[src/rtl/rr_onehot_arbiter.sv]
// Four-way round-robin arbiter producing a registered one-hot mux select.
// Grants persist until release, request drop or hold-time limit; handovers are back-to-back.
//
// state | meaning
// IDLE  | no grant active, outputs zero, arbitrate on any request
// BUSY  | one source granted, hold counter running
module rr_onehot_arbiter #(
    parameter int N        = 4,
    parameter int MAX_HOLD = 8,
    localparam int IDX_W   = (N > 1) ? $clog2(N) : 1
) (
    input  logic             clk,
    input  logic             reset_n,
    input  logic [N-1:0]     req_i,
    input  logic             release_i,
    output logic [N-1:0]     gnt_o,
    output logic             gnt_valid_o,
    output logic [IDX_W-1:0] gnt_idx_o
);

    localparam logic [0:0] ST_IDLE = 1'b0;
    localparam logic [0:0] ST_BUSY = 1'b1;

    logic [0:0]       state_q, state_d;
    logic [IDX_W-1:0] ptr_q, ptr_d;
    logic [N-1:0]     gnt_q, gnt_d;
    logic             valid_q, valid_d;
    logic [IDX_W-1:0] idx_q, idx_d;
    logic [7:0]       hold_q, hold_d;

    logic [N-1:0]     rem;
    logic [IDX_W-1:0] pick_req, pick_rem;
    logic             hold_at_max;
    logic             grant_end;

    function automatic logic [IDX_W-1:0] next_idx(input logic [IDX_W-1:0] i);
        return IDX_W'((int'(i) + 1) % N);
    endfunction

    // First set bit of v searching upward from p with wraparound.
    function automatic logic [IDX_W-1:0] pick(input logic [N-1:0] v,
                                              input logic [IDX_W-1:0] p);
        logic [IDX_W-1:0] r;
        logic [IDX_W-1:0] k;
        logic             found;
        r     = '0;
        found = 1'b0;
        for (int o = 0; o < N; o++) begin
            k = IDX_W'((int'(p) + o) % N);
            if (!found && v[k]) begin
                r     = k;
                found = 1'b1;
            end
        end
        return r;
    endfunction

    assign rem         = req_i & ~gnt_q;
    assign pick_req    = pick(req_i, ptr_q);
    assign pick_rem    = pick(rem, ptr_q);
    assign hold_at_max = (hold_q >= 8'(MAX_HOLD));
    assign grant_end   = release_i | ~req_i[idx_q] | hold_at_max;

    always_comb begin
        state_d = state_q;
        ptr_d   = ptr_q;
        gnt_d   = gnt_q;
        idx_d   = idx_q;
        hold_d  = hold_q;
        case (state_q)
            ST_IDLE: begin
                if (|req_i) begin
                    gnt_d   = N'(1) << pick_req;
                    idx_d   = pick_req;
                    ptr_d   = next_idx(pick_req);
                    hold_d  = 8'd1;
                    state_d = ST_BUSY;
                end
            end
            ST_BUSY: begin
                if (!grant_end) begin
                    hold_d = hold_q + 8'd1;
                end else if (|rem) begin
                    gnt_d  = N'(1) << pick_rem;
                    idx_d  = pick_rem;
                    ptr_d  = next_idx(pick_rem);
                    hold_d = 8'd1;
                end else if (!release_i && req_i[idx_q]) begin
                    // Timeout with the grantee as sole requester: restart its hold window.
                    ptr_d  = next_idx(idx_q);
                    hold_d = 8'd1;
                end else begin
                    gnt_d   = '0;
                    idx_d   = '0;
                    hold_d  = 8'd0;
                    state_d = ST_IDLE;
                end
            end
            default: begin
                gnt_d   = '0;
                idx_d   = '0;
                hold_d  = 8'd0;
                ptr_d   = '0;
                state_d = ST_IDLE;
            end
        endcase
        valid_d = |gnt_d;
    end

    always_ff @(posedge clk or negedge reset_n) begin
        if (!reset_n) begin
            state_q <= ST_IDLE;
            ptr_q   <= '0;
            gnt_q   <= '0;
            valid_q <= 1'b0;
            idx_q   <= '0;
            hold_q  <= 8'd0;
        end else begin
            state_q <= state_d;
            ptr_q   <= ptr_d;
            gnt_q   <= gnt_d;
            valid_q <= valid_d;
            idx_q   <= idx_d;
            hold_q  <= hold_d;
        end
    end

    assign gnt_o       = gnt_q;
    assign gnt_valid_o = valid_q;
    assign gnt_idx_o   = idx_q;

endmodule

[config.mk]
export PLATFORM = sky130hd
export DESIGN_NAME = rr_onehot_arbiter
export DESIGN_NICKNAME = d
export VERILOG_FILES = /design/src/rtl/rr_onehot_arbiter.sv
export SDC_FILE = /design/constraint.sdc
export NUM_CORES = 1
export LEC_CHECK = 0
export BUFFER_PORTS_ARGS = -buffer_cell sky130_fd_sc_hd__buf_2
export CORE_MARGIN = 3
export CORE_UTILIZATION = 30
export CTS_BUF_LIST = sky130_fd_sc_hd__clkbuf_4
export CTS_CLUSTER_SIZE = 24
export DETAILED_ROUTE_END_ITERATION = 7
export PLACE_DENSITY = 0.56
export SLEW_MARGIN = 20
export SYNTH_ARGS = -nofsm -noshare
export SYNTH_HDL_FRONTEND = slang
export SYNTH_SLANG_ARGS = --single-unit
[constraint.sdc]
create_clock -name clk -period 4.01 [get_ports clk]
set_input_delay 0.6015 -clock clk [delete_from_list [all_inputs] [get_ports clk]]
set_output_delay 0.6015 -clock clk [all_outputs]
set_load 0.01 [all_outputs]
### Yosys cells after proc, flatten, opt, wreduce, memory -nomap -nowiden

Cells that the tools add are included.

| word-level totals | value |
|---|---|
| input bits | 7 |
| word-level logic and storage cells | 107 |
| bits in latches | 0 |
| output and inout port bits | 7 |
| ROM bits | 0 |
| RAM bits | 0 |
| memories | 0 |
| bits in registers | 18 |

| cells by class | value |
|---|---|
| reductions and logical operators | 19 |
| divide/modulo/power cells | 0 |
| add/sub/neg operators | 7 |
| multipliers | 0 |
| bitwise operators | 6 |
| multiplexer cells | 57 |
| order comparisons | 6 |
| shifts and indexed selects | 2 |
| equal/unequal tests | 4 |

Operators with widths:

| cell | count |
|---|---|
| 2-bit two-way mux | 16 |
| 1-bit two-way mux | 21 |
| 1-bit binary-select mux with 2-bit select | 9 |
| 4-bit two-way mux | 4 |
| 8-bit two-way mux | 2 |
| 8-bit one-hot mux with 2 select lines | 1 |
| 2-bit by 3-bit < comparator with 1-bit output, second input constant | 5 |
| 4-bit OR reduction | 3 |
| 2-bit by 1-bit adder with 2-bit output, second input constant | 4 |
| 8-bit by 1-bit adder with 8-bit output, second input constant | 1 |
| 8-bit by 4-bit >= comparator with 1-bit output, second input constant | 1 |
| 2-bit one-hot mux with 2 select lines | 2 |
| 4-bit one-hot mux with 2 select lines | 1 |
| 1-bit by 2-bit << shifter with 4-bit output, first input constant | 2 |
| 1-bit logical AND | 7 |
| 1-bit zero test | 7 |
| 3-bit AND reduction | 2 |
| 2-bit adder, second input constant | 2 |
| 4-bit bitwise AND | 1 |
| 4-bit NOT | 1 |
| 3-bit by 1-bit inequality test with 1-bit output, second input constant | 1 |
| 3-bit inequality test, second input constant | 1 |
| 2-bit by 1-bit inequality test with 1-bit output, second input constant | 1 |
| 2-bit inequality test, second input constant | 1 |
| 3 further kinds | 5 |

### Longest topological paths before layout

| logic depth | value |
|---|---|
| word-level depth | 19 |
| depth in mapped cells | 7 |
| depth with buffers taken out | 6 |

### Worst setup path after synthesis

OpenSTA, ideal clock, no wires.

| timing | value |
|---|---|
| path kind | input to register |
| from | input port req_i[1] |
| to | register valid_q, in the netlist gnt_valid_o |
| arrival time | 1.743 ns |
| setup slack | 2.125 ns |
| required time | 3.868 ns |
| buffers on the path | 0 |
| setup time | 0.142 ns |
| stages on the path | 6 |
| path through | nor2b_4 or3_1 nand4_2 a21oi_1 a222oi_1 nand4bb_1 |

| between the ends | value |
|---|---|
| longest elaborated chain between the ends | 18 |
| elaborated cells on any way between the ends | 59 |
| classes of those cells | 2 x shift; 37 x mux; 4 x bitwise; 16 x reduce/logical |

RTL lines:

| item | RTL line | RTL |
|---|---|---|
| from (decl) | 14 | `input logic [N-1:0] req_i,` |
| 4-bit bitwise AND | 58 | `assign rem = req_i & ~gnt_q;` |
| 1-bit binary-select mux with 2-bit select | 50 | `if (!found && v[k]) begin` |
| 1-bit two-way mux (implied by the code) | 50 |  |
| 1-bit two-way mux | 50 |  |
| 1-bit zero test | 50 |  |
| 1-bit logical AND | 50 |  |
| 1-bit two-way mux | 50 |  |
| 1-bit zero test | 50 |  |
| [... 3 more ...] | - |  |
| 1-bit logical AND | 50 |  |
| 2-bit two-way mux | 50 |  |
| 1-bit by 2-bit << shifter with 4-bit output | 84 | `gnt_d = N'(1) << pick_rem;` |
| 4-bit two-way mux | 83 | `end else if (\|rem) begin` |
| 4-bit two-way mux | 81 | `if (!grant_end) begin` |
| 4-bit one-hot mux with 2 select lines * | 70 | `case (state_q)` |
| 4-bit OR reduction * | 107 | `valid_d = \|gnt_d;` |
| net valid_d | 27 | `logic valid_q, valid_d;` |
| to (signal assigned) | 122 | `valid_q <= valid_d;` |
| to (decl) | 27 |  |

Mark *: on every way through the listed nets, which the timed path passes. The rest lies on a longest branch. The select of a mux whose other input is x is not followed.
A chain may end at the register's enable or synchronous reset.

### Worst setup path after layout

| timing | value |
|---|---|
| from | register idx_q[0], in the netlist gnt_idx_o[0] |
| to | register valid_q, in the netlist gnt_valid_o |

| between the ends | value |
|---|---|
| longest elaborated chain between the ends | 8 |
| elaborated cells on any way between the ends | 11 |
| classes of those cells | 6 x mux; 3 x bitwise; 2 x reduce/logical |

RTL lines:

| item | RTL line | RTL |
|---|---|---|
| from (decl) | 28 | `logic [IDX_W-1:0] idx_q, idx_d;` |
| from (signal assigned) | 123 | `idx_q <= idx_d;` |
| 1-bit binary-select mux with 2-bit select * | 62, 88 |  |
| 1-bit two-way mux (implied by the code) * | 62, 88 |  |
| 1-bit logical AND or 1-bit NOT (tied branches) | 88, 62 |  |
| 4-bit two-way mux or 1-bit OR (tied branches) | 88, 62 |  |
| 4-bit two-way mux or 1-bit OR (tied branches) | 83, 62 |  |
| 4-bit two-way mux * | 81 |  |
| 4-bit one-hot mux with 2 select lines * | 70 |  |
| 4-bit OR reduction * | 107 |  |
| net valid_d | 27 |  |

Marked as above.

==> impl_metrics.env <==
export IMPL_outcome="completed"
export IMPL_grt_setup_unrepaired="false"
export IMPL_final_setup_slack_of_the_worst_path_ns=2.03
export IMPL_portBuffers=13
export IMPL_initial_utilization=0.316
export IMPL_clock_insertion_delay_worst_skew_ns=0.29
export IMPL_timing_setup_critical_path_class="flip-flop to flip-flop"
export IMPL_via_count_of_the_first_global_routing_pass=1147
export IMPL_first_iter_violations=130
export IMPL_synth_distinct_cells=54
export IMPL_groute_usage_overall=0.132
export IMPL_timing_worst_slew_pin_value_ns=0.415
export IMPL_power_density_cell_area_nw_per_um2=632
export IMPL_critical_path_endpoint_category="flip-flop"
export IMPL_critical_path_required_ns=4.18
export IMPL_ys_ff_latch=18
export IMPL_fillerInstances=420
export IMPL_pin_count_of_the_biggest_net_entering_global_routing=19
export IMPL_post_cts_resized_instances=0
export IMPL_finalWorstPathRequiredPeriod_ns=1.98
export IMPL_drt_drc_violations_left=0
export IMPL_drv_slew=0
export IMPL_core_area_um2=4060
export IMPL_die_w_um=71.4
export IMPL_achievable_frequency_ghz=0.504
export IMPL_hold_path_class="input port to asynchronous set/reset pin"
export IMPL_syn_num_nets=153
export IMPL_static_leakage_power_nw=0.639
export IMPL_dpl_worst_slack_ns=1.85
export IMPL_std_cell_rows=23
export IMPL_areaGrowthSynthToFinish_pct=10.9
export IMPL_postRouteAntennaNets=0
export IMPL_critical_path_max_fanout=7
export IMPL_yosysTopAreaCell="sky130_fd_sc_hd__dfrtp_1"
export IMPL_post_detailed_route_via_to_cell_ratio=5.64
export IMPL_wp_data_arrival_ns=2.15
export IMPL_clock_sink_count=18
export IMPL_drt_wirelength_per_cell_um=15.4
export IMPL_final_setup_viol_count=0
export IMPL_syn_area_cell_um2=8.90
export IMPL_post_cts_setup_buffer_count=0
export IMPL_drt_first_pass_iters=4
export IMPL_floorplan_die_area_um2=5090
export IMPL_cts_hold_buffers=0
export IMPL_grt_overflow_total=0
export IMPL_mostFrequentLayoutCell="sky130_fd_sc_hd__dfrtp_1"
export IMPL_worst_setup_ep="gnt_valid_o$_DFF_PN0_"
export IMPL_maximum_clock_path_buffer_count=2
export IMPL_cts_inserted_buffers=3
export IMPL_floorplan_die_height_um=71.4
export IMPL_syn_inst=144
export IMPL_worst_r2r_startpoint="gnt_idx_o[0]$_DFFE_PN0P_"
export IMPL_cts_root_buffer="sky130_fd_sc_hd__clkbuf_4"
export IMPL_synth_seq_area_share=0.352
export IMPL_regToRegSetupSlack_ns=2.03
export IMPL_ys_async_sr_fraction=1.00
export IMPL_fin_crit_share=0.495
export IMPL_startpoint="gnt_idx_o[0]$_DFFE_PN0P_"
export IMPL_synth_area_top_cells="sky130_fd_sc_hd__dfrtp_1 35%, sky130_fd_sc_hd__o21ai_0 5.5%, sky130_fd_sc_hd__nand2_1 4.7%"
export IMPL_synth_edff_count=0
export IMPL_r2r_worst_path_cells=5
export IMPL_vdd_ir_drop_max_uv=228
export IMPL_timing_final_hold_violations=0
export IMPL_number_of_h_tree_branching_levels=1
export IMPL_timing_max_slew_rel_slack=0.723
export IMPL_post_route_cells_drive_above_1_share=0.190
export IMPL_totalNegativeSetupSlack_ns=0
export IMPL_antenna_found_initial=0
export IMPL_place_detailed_hpwl_um=2540
export IMPL_p_total_uw=898
export IMPL_routed_wl_um=3200
export IMPL_tritoncts="built"
export IMPL_finalNetCount=168
export IMPL_mappedNetlistArea_um2=1280
export IMPL_ys_dominant_reg_cell="sky130_fd_sc_hd__dfrtp_1"
export IMPL_clock_skew_final_ns=0.00731
export IMPL_crit_reg2reg_capture="gnt_valid_o$_DFF_PN0_"
export IMPL_num_io_pins=14
export IMPL_place_congestion=0.872
export IMPL_count_of_inserted_antenna_diode_cells=0
export IMPL_layout_common_cells="18 x sky130_fd_sc_hd__dfrtp_1, 16 x sky130_fd_sc_hd__nand2_1, 14 x sky130_fd_sc_hd__o21ai_0, 13 x sky130_fd_sc_hd__buf_2, 9 x sky130_fd_sc_hd__nor2_1"
export IMPL_routed_via_count=1174
export IMPL_cts_reportedPaths_clkPinSlew_ns=0.11
export IMPL_synth_top_cell_area_share=0.352
export IMPL_start_kind="flip-flop"
export IMPL_drv_cap=0
export IMPL_synth_warnings=0
export IMPL_grt_first_pass_wirelength_um=5490
[metal layers]
layer  routed length, um  GRT usage
met2                1600      0.229
met3                 137     0.0281
met1                1450      0.168
met5                   0          0
met4                  10     0.0313
[power by group]
group | switching [mW] | internal [mW]
clock network | 0.0562 | 0.0362
registers | 0.0886 | 0.236
logic | 0.263 | 0.217
total | 0.408 | 0.489
[cell usage after synthesis (all sizes together) (2+ instances only)]
cell,count
and3,5
nor4,2
a22o,2
a21oi,7
a21o,2
a41oi,2
mux2i,2
inv,6
buf,3
dfrtp,18
a22oi,2
nor2,10
a32oi,2
o21ai,16
o22ai,2
o21a,2
o211ai,2
ha,2
nor2b,6
nand4,3
nand2,16
and2b,2
a222oi,2
nand2b,7
and2,2
[metrics by stage]
stage          hold slack, ns   util  area [um^2]  cells
4_1_cts                 0.223  0.350         1420    208
2_1_floorplan           0.306      -         1280    144
3_3_place_gp            0.474  0.344         1400    204
5_1_grt                 0.225  0.350         1420    208
6_report                0.215  0.350         1420    208
3_5_place_dp            0.479  0.344         1400    204
[critical path, cell delays in order (launching register included)]
cell and delay (ns):
sky130_fd_sc_hd__dfrtp_1 0.53, sky130_fd_sc_hd__mux2i_1 0.34, sky130_fd_sc_hd__nor2_1 0.12, sky130_fd_sc_hd__o221a_2 0.32
sky130_fd_sc_hd__a222oi_1 0.41, sky130_fd_sc_hd__nand4bb_1 0.14
[state kept, by name (all words and copies together), names as in the netlist]
register	count
hold_q	8
gnt_o	4
gnt_idx_o	2
ptr_q	2
gnt_valid_o	1
state_q	1
[area by class of cell]
cell class / instances / area (um^2) / area share
Inverter: 6 / 22.5 / 0.0158
Clock buffer: 3 / 22.5 / 0.0158
Tap cell: 50 / 62.6 / 0.0440
Multi-Input combinational cell: 116 / 787 / 0.554
Sequential cell: 18 / 450 / 0.317
Clock inverter: 1 / 3.75 / 0.00264
Timing Repair Buffer: 14 / 72.6 / 0.0511
[kinds of logic (layout without fill, tap and decap cells)]
logic type      Yosys count  after routing  share of synthesized area
compound gates           51             51                      0.284
fa+ha+maj                 2              2                     0.0195
buf+inv                  10             24                     0.0342
flops                    18             18                      0.352
mux                       2              2                     0.0156
simple gates             61             61                      0.295
[worst min-delay path by stage]
stage,startpoint,endpoint,slack [ns],cells past startpoint
global placement,hold_q[2]$_DFFE_PN0P_,hold_q[2]$_DFFE_PN0P_,0.47,1
finish,reset_n,gnt_o[0]$_DFF_PN0_,0.22,1
CTS,reset_n,gnt_o[0]$_DFF_PN0_,0.22,1
detailed placement,hold_q[2]$_DFFE_PN0P_,hold_q[2]$_DFFE_PN0P_,0.48,1
global route,reset_n,gnt_o[0]$_DFF_PN0_,0.23,1
floorplan,reset_n,gnt_idx_o[0]$_DFFE_PN0P_,0.31,0
Note: power is estimated with default switching activity, not from simulation.
